### src/rtl/exception_sequencer.sv
// Exception entry / ERET control FSM between CP0 and the pipeline.
// Optional post-redirect holdoff window enabled by defining EXC_SEQ_HOLDOFF_EN.
module exception_sequencer #(
  parameter logic [31:0] EXC_VECTOR   = 32'h8000_0180,
  parameter int unsigned FLUSH_CYCLES = 3
) (
  input  logic        clk_i,
  input  logic        reset_i,
  input  logic        pipe_valid_i,
  input  logic        pendingexception_i,
  input  logic        eret_req_i,
  input  logic [31:0] commit_pc_i,
  input  logic [31:0] epc_i,
  output logic        activeexception_o,
  output logic        eret_o,
  output logic [31:0] exc_pc_o,
  output logic        flush_o,
  output logic        stall_o,
  output logic        redirect_o,
  output logic [31:0] redirect_pc_o,
  output logic        busy_o
);

  localparam logic [3:0] DrainLoad = 4'(FLUSH_CYCLES - 1);

  typedef enum logic [2:0] {
    StIdle,
    StTake,
    StDrain,
    StRedirect,
    StEret,
    StEretRedir
`ifdef EXC_SEQ_HOLDOFF_EN
    , StHoldoff
`endif
  } state_e;

  state_e      state_q, state_d;
  logic [3:0]  cnt_q, cnt_d;
  logic [31:0] exc_pc_q, exc_pc_d;
  logic [31:0] epc_q, epc_d;

  always_ff @(posedge clk_i or posedge reset_i) begin
    if (reset_i) begin
      state_q  <= StIdle;
      cnt_q    <= 4'd0;
      exc_pc_q <= 32'd0;
      epc_q    <= 32'd0;
    end else begin
      state_q  <= state_d;
      cnt_q    <= cnt_d;
      exc_pc_q <= exc_pc_d;
      epc_q    <= epc_d;
    end
  end

  always_comb begin
    state_d           = state_q;
    cnt_d             = cnt_q;
    exc_pc_d          = exc_pc_q;
    epc_d             = epc_q;
    activeexception_o = 1'b0;
    eret_o            = 1'b0;
    flush_o           = 1'b0;
    stall_o           = 1'b0;
    redirect_o        = 1'b0;
    redirect_pc_o     = 32'd0;

    unique case (state_q)
      StIdle: begin
        // Exception has priority over ERET in the same cycle.
        if (pipe_valid_i && pendingexception_i) begin
          state_d  = StTake;
          exc_pc_d = commit_pc_i;
        end else if (pipe_valid_i && eret_req_i) begin
          state_d = StEret;
        end
      end
      StTake: begin
        activeexception_o = 1'b1;
        flush_o           = 1'b1;
        stall_o           = 1'b1;
        cnt_d             = DrainLoad;
        state_d           = (DrainLoad != 4'd0) ? StDrain : StRedirect;
      end
      StDrain: begin
        flush_o = 1'b1;
        stall_o = 1'b1;
        cnt_d   = cnt_q - 4'd1;
        if (cnt_q <= 4'd1) state_d = StRedirect;
      end
      StRedirect: begin
        redirect_o    = 1'b1;
        redirect_pc_o = EXC_VECTOR;
`ifdef EXC_SEQ_HOLDOFF_EN
        state_d = StHoldoff;
        cnt_d   = 4'd1;
`else
        state_d = StIdle;
`endif
      end
      StEret: begin
        eret_o  = 1'b1;
        flush_o = 1'b1;
        stall_o = 1'b1;
        epc_d   = epc_i;
        state_d = StEretRedir;
      end
      StEretRedir: begin
        redirect_o    = 1'b1;
        redirect_pc_o = epc_q;
`ifdef EXC_SEQ_HOLDOFF_EN
        state_d = StHoldoff;
        cnt_d   = 4'd1;
`else
        state_d = StIdle;
`endif
      end
`ifdef EXC_SEQ_HOLDOFF_EN
      StHoldoff: begin
        // Two cycles: counter loaded with 1 on entry, exit once it hits 0.
        if (cnt_q == 4'd0) state_d = StIdle;
        else cnt_d = cnt_q - 4'd1;
      end
`endif
      default: state_d = StIdle;
    endcase
  end

  assign exc_pc_o = exc_pc_q;
  assign busy_o   = (state_q != StIdle);

endmodule

### config.mk
export PLATFORM = sky130hd
export DESIGN_NAME = exception_sequencer
export DESIGN_NICKNAME = d
export VERILOG_FILES = /design/src/rtl/exception_sequencer.sv
export SDC_FILE = /design/constraint.sdc
export NUM_CORES = 1
export LEC_CHECK = 0
export BUFFER_PORTS_ARGS = -buffer_cell sky130_fd_sc_hd__buf_2
export CAP_MARGIN = 25
export CORE_MARGIN = 2
export CORE_UTILIZATION = 35
export DETAILED_ROUTE_END_ITERATION = 8
export PLACE_DENSITY_LB_ADDON = 0.15
export SLEW_MARGIN = 0
export SYNTH_ARGS = -nofsm -noshare
export SYNTH_HDL_FRONTEND = slang
export SYNTH_SLANG_ARGS = --single-unit
### constraint.sdc
create_clock -name clk_i -period 2.8 [get_ports clk_i]
set_clock_uncertainty 0.2 [all_clocks]
set_input_delay 0.42 -clock clk_i [delete_from_list [all_inputs] [get_ports clk_i]]
set_output_delay 0.42 -clock clk_i [all_outputs]
set_load 0.01 [all_outputs]
==> impl_metrics.csv <==
group,metric,value,unit
pwr,peakVddDrop,0.0003885,V
synth,dominantRegCellSynth,"sky130_fd_sc_hd__dfrtp_1",
cells_and_area,stdcell_area,4091,um^2
worst_setup_path,reg2regPathDepth,4,
sta,timing_hold_violations_final,0,
synth,syn_nets,303,
routing,drt-pass1-iter-count,3,
cells_and_area,fin_util,0.4738,
synth,synthesis.area_per_instance,13.33,um^2
cells_and_area,fin_nets,441,
sta,max_clock_freq,402.2,MHz
min_path,hold_start,"commit_pc_i[0]",
global_routing,grt_pass1_wl,11360,um
sta,number_of_pins_with_negative_max_slew_slack_in_the_final_report,0,
placement,io_buffers,138,
synth,netlist_instances,232,
synth,synth.top_cells.by_area,"sky130_fd_sc_hd__dfrtp_1, sky130_fd_sc_hd__mux2_2, sky130_fd_sc_hd__mux2_1",
sta,tns,0,ns
floorplanning,dieWidth,97.99,um
synth,synth-edff-count,0,
floorplanning,io_pins,139,
clocking,number_of_cts_inserted_buffers,9,
clocking,cts_repair_resize_count,0,
floorplanning,dieHeight,97.99,um
min_path,worst_hold_path_type,"input port to register",
routing,first_iter_violations,48,
clocking,cts_tree,"built",
worst_setup_path,worst-path-buf-inv,1,
routing,vias_per_cell,4.776,
worst_setup_path,gate_family_responsible_for_the_most_delay_along_the_worst_path,"simple AND/OR/NAND/NOR gates",
synth,yosysWarnings,0,
placement,detailedPlace.worstSlack,0.6040,ns
synth,yosys.area.top_type_share,0.5747,
worst_setup_path,timing.setup.critical_path_class,"register to output port",
worst_setup_path,reg2reg_setup_slack,0.62,ns
worst_setup_path,critical_path.startpoint_type,"register",
min_path,hold_depth,2,
placement,gp_congestion,0.7020,
clocking,post_cts.repair.setup_buffers,0,
sta,tightest_slew,0.6067,ns
floorplanning,floorplan.initialDensity,0.3580,
worst_setup_path,critPathMaxStageDelay,0.56,ns
global_routing,initial_antenna_violation_count,0,
sta,grt_setup_unrepaired,"no",
sta,period_share,0.8879,
placement,postPlaceCellArea,3874,um^2
clocking,clk_transition_reported_paths,0.08,ns
worst_setup_path,end_kind,"output port",
sta,layout_setup_ws,0.3139,ns
cells_and_area,regArea,1777,um^2
placement,post-dp-hpwl,4741,um
floorplanning,floorplan.core_area,8636,um^2
run_status,status,"finished, final reports clean",
floorplanning,site_row_count,34,
pwr,report.power.total,4.062,mW
pwr,power_density,992.7,nW/um^2
worst_setup_path,worst-path-max-fanout,15,
global_routing,largest_net_degree_at_the_start_of_global_routing,45,
synth,synth_top_cell_by_area,"sky130_fd_sc_hd__dfrtp_1",
cells_and_area,n_fill_cell,831,
synth,syn-cell-area,3092,um^2
worst_setup_path,critical_path_required,2.18,ns
routing,ant_nets,0,
synth,synthDistinctLibCells,30,
clocking,clk_latency,0.34,ns
sta,max_slew_margin,0.5950,
routing,num_vias,2307,
clocking,cts_hold_buf,1,
pwr,p_leak,2.172,nW
clocking,clock_sink_count,71,
clocking,cts-htree-levels,3,
cells_and_area,num_antenna_cells,0,
global_routing,grt_usage,0.1477,
synth,yosysSeqAreaShare,0.5747,
worst_setup_path,cp.arrival,1.87,ns
synth,synthArstFlopShare,1.000,
synth,yosys_register_bits,71,
cells_and_area,areaGrowthSynthToFinish,32.33,%
worst_setup_path,critical_path.cell_chain,"nor2b_2 -> nor2b_4 -> or2_2 -> buf_2",
sta,post-route-min-period,2.486,ns
routing,detail_route.wl_per_cell,14.06,um
routing,drt-total-wl,6792,um
sta,timing.final.setup_violations,0,
clocking,ctsLongestPathBuffers,2,
worst_setup_path,worst_path_max_delay_cell,"sky130_fd_sc_hd__dfrtp_1",
min_path,timing.hold.worst_endpoint,"exc_pc_o[0]",
worst_setup_path,regToRegEndpoint,"exc_pc_o[29]",
floorplanning,die_area,9601,um^2
cells_and_area,drive_gt1_frac,0.5333,
clocking,cts.root.buffer_cell,"sky130_fd_sc_hd__clkbuf_8",
routing,drcViolationCount,0,
global_routing,gr-total-overflow,0,
run,max_capacitance_violation_count,0,
global_routing,via_count_of_the_first_global_routing_pass,2374,
cells_and_area,multi_input_comb_area,1191,um^2
worst_setup_path,launch_instance_of_the_worst_register_to_register_path,"state_q[1]",
[layout make-up]
type                            instances  area share
Clock buffer                           11     0.03700
Clock inverter                          5     0.01376
Inverter                                6    0.005505
Multi-Input combinational cell        137      0.2911
Sequential cell                        71      0.4343
Tap cell                              108     0.03303
Timing Repair Buffer                  145      0.1853
[stage by stage]
step / hold WS (ns) / cells
final: 0.09076 / 483
after global placement: 0.2621 / 466
after CTS: 0.07413 / 483
after floorplan: 0.2720 / 232
after detailed placement: 0.2734 / 466
after global routing: 0.06783 / 483
[cell families after synthesis]
family,after synthesis,share of synthesized area
AOI/OAI and AO/OA,17,0.03480
xor gates and xnor gates,1,0.002833
adders and majority gates,2,0.008093
buffers and inverters,24,0.04249
DFF,71,0.5747
muxes,64,0.2331
and+or+nand+nor,53,0.1040
[metal layers]
layer  vias to the layer above  GRT usage  part of all wire
li1                       1090          -                 -
met4                         0    0.06090             0.012
met2                       100     0.2239              0.43
met5                         -          0                 0
met3                         7    0.05583              0.10
met1                      1110     0.1907              0.46
[cells in the final DEF (no fill, tap or decap), types with 3 or more instances in the layout]
| cell type | count |
|---|---|
| sky130_fd_sc_hd__mux2_2 | 34 |
| sky130_fd_sc_hd__dfrtp_1 | 71 |
| sky130_fd_sc_hd__clkbuf_8 | 11 |
| sky130_fd_sc_hd__o21ai_0 | 3 |
| sky130_fd_sc_hd__mux2_1 | 30 |
| sky130_fd_sc_hd__nor2_1 | 6 |
| sky130_fd_sc_hd__buf_4 | 5 |
| sky130_fd_sc_hd__and3_1 | 29 |
| sky130_fd_sc_hd__inv_1 | 5 |
| sky130_fd_sc_hd__buf_2 | 138 |
| sky130_fd_sc_hd__nor3_1 | 4 |
| sky130_fd_sc_hd__nor2b_1 | 5 |
| sky130_fd_sc_hd__a21oi_1 | 5 |
[synthesized netlist by cell type (2+ instances only)]
master	n
sky130_fd_sc_hd__a21oi_1	5
sky130_fd_sc_hd__a31oi_1	2
sky130_fd_sc_hd__and2_1	2
sky130_fd_sc_hd__and3_1	29
sky130_fd_sc_hd__buf_2	3
sky130_fd_sc_hd__buf_4	4
sky130_fd_sc_hd__buf_6	3
sky130_fd_sc_hd__clkbuf_1	8
sky130_fd_sc_hd__dfrtp_1	71
sky130_fd_sc_hd__ha_1	2
sky130_fd_sc_hd__inv_1	6
sky130_fd_sc_hd__mux2_1	30
sky130_fd_sc_hd__mux2_2	34
sky130_fd_sc_hd__nor2_1	6
sky130_fd_sc_hd__nor2b_1	6
sky130_fd_sc_hd__nor3_1	4
sky130_fd_sc_hd__o21ai_0	3
sky130_fd_sc_hd__o22ai_1	2
[how the worst max path moves through the flow]
stage	from	end	slack, ns	depth (start not counted)
global route	state_q[2]	stall_o	0.16	4
floorplan	reset_i	cnt_q[0]	0.38	1
finish	state_q[2]	stall_o	0.31	4
global placement	state_q[1]	exc_pc_o[30]	0.63	4
detailed placement	state_q[2]	epc_q[16]	0.60	4
CTS	state_q[2]	stall_o	0.27	4
[flip-flops by register name, indices dropped and copies added (netlist names)]
| register | count |
|---|---|
| epc_q | 32 |
| exc_pc_o | 32 |
| cnt_q | 4 |
| state_q | 3 |
[worst register-to-register path, stage by stage (launching register included)]
cell and delay (ns):
sky130_fd_sc_hd__dfrtp_1 0.54, sky130_fd_sc_hd__or3_4 0.47, sky130_fd_sc_hd__nor2_4 0.10, sky130_fd_sc_hd__buf_4 0.37
sky130_fd_sc_hd__mux2_2 0.39
[power by group]
group	total, mW	internal [mW]	switching, mW	leakage (nW)
combinational	1.42	0.748	0.670	1.20
sequential	1.80	1.52	0.280	0.862
clock	0.842	0.459	0.383	0.105
total	4.06	2.73	1.33	2.17
Note: power is estimated with default switching activity, not from simulation.
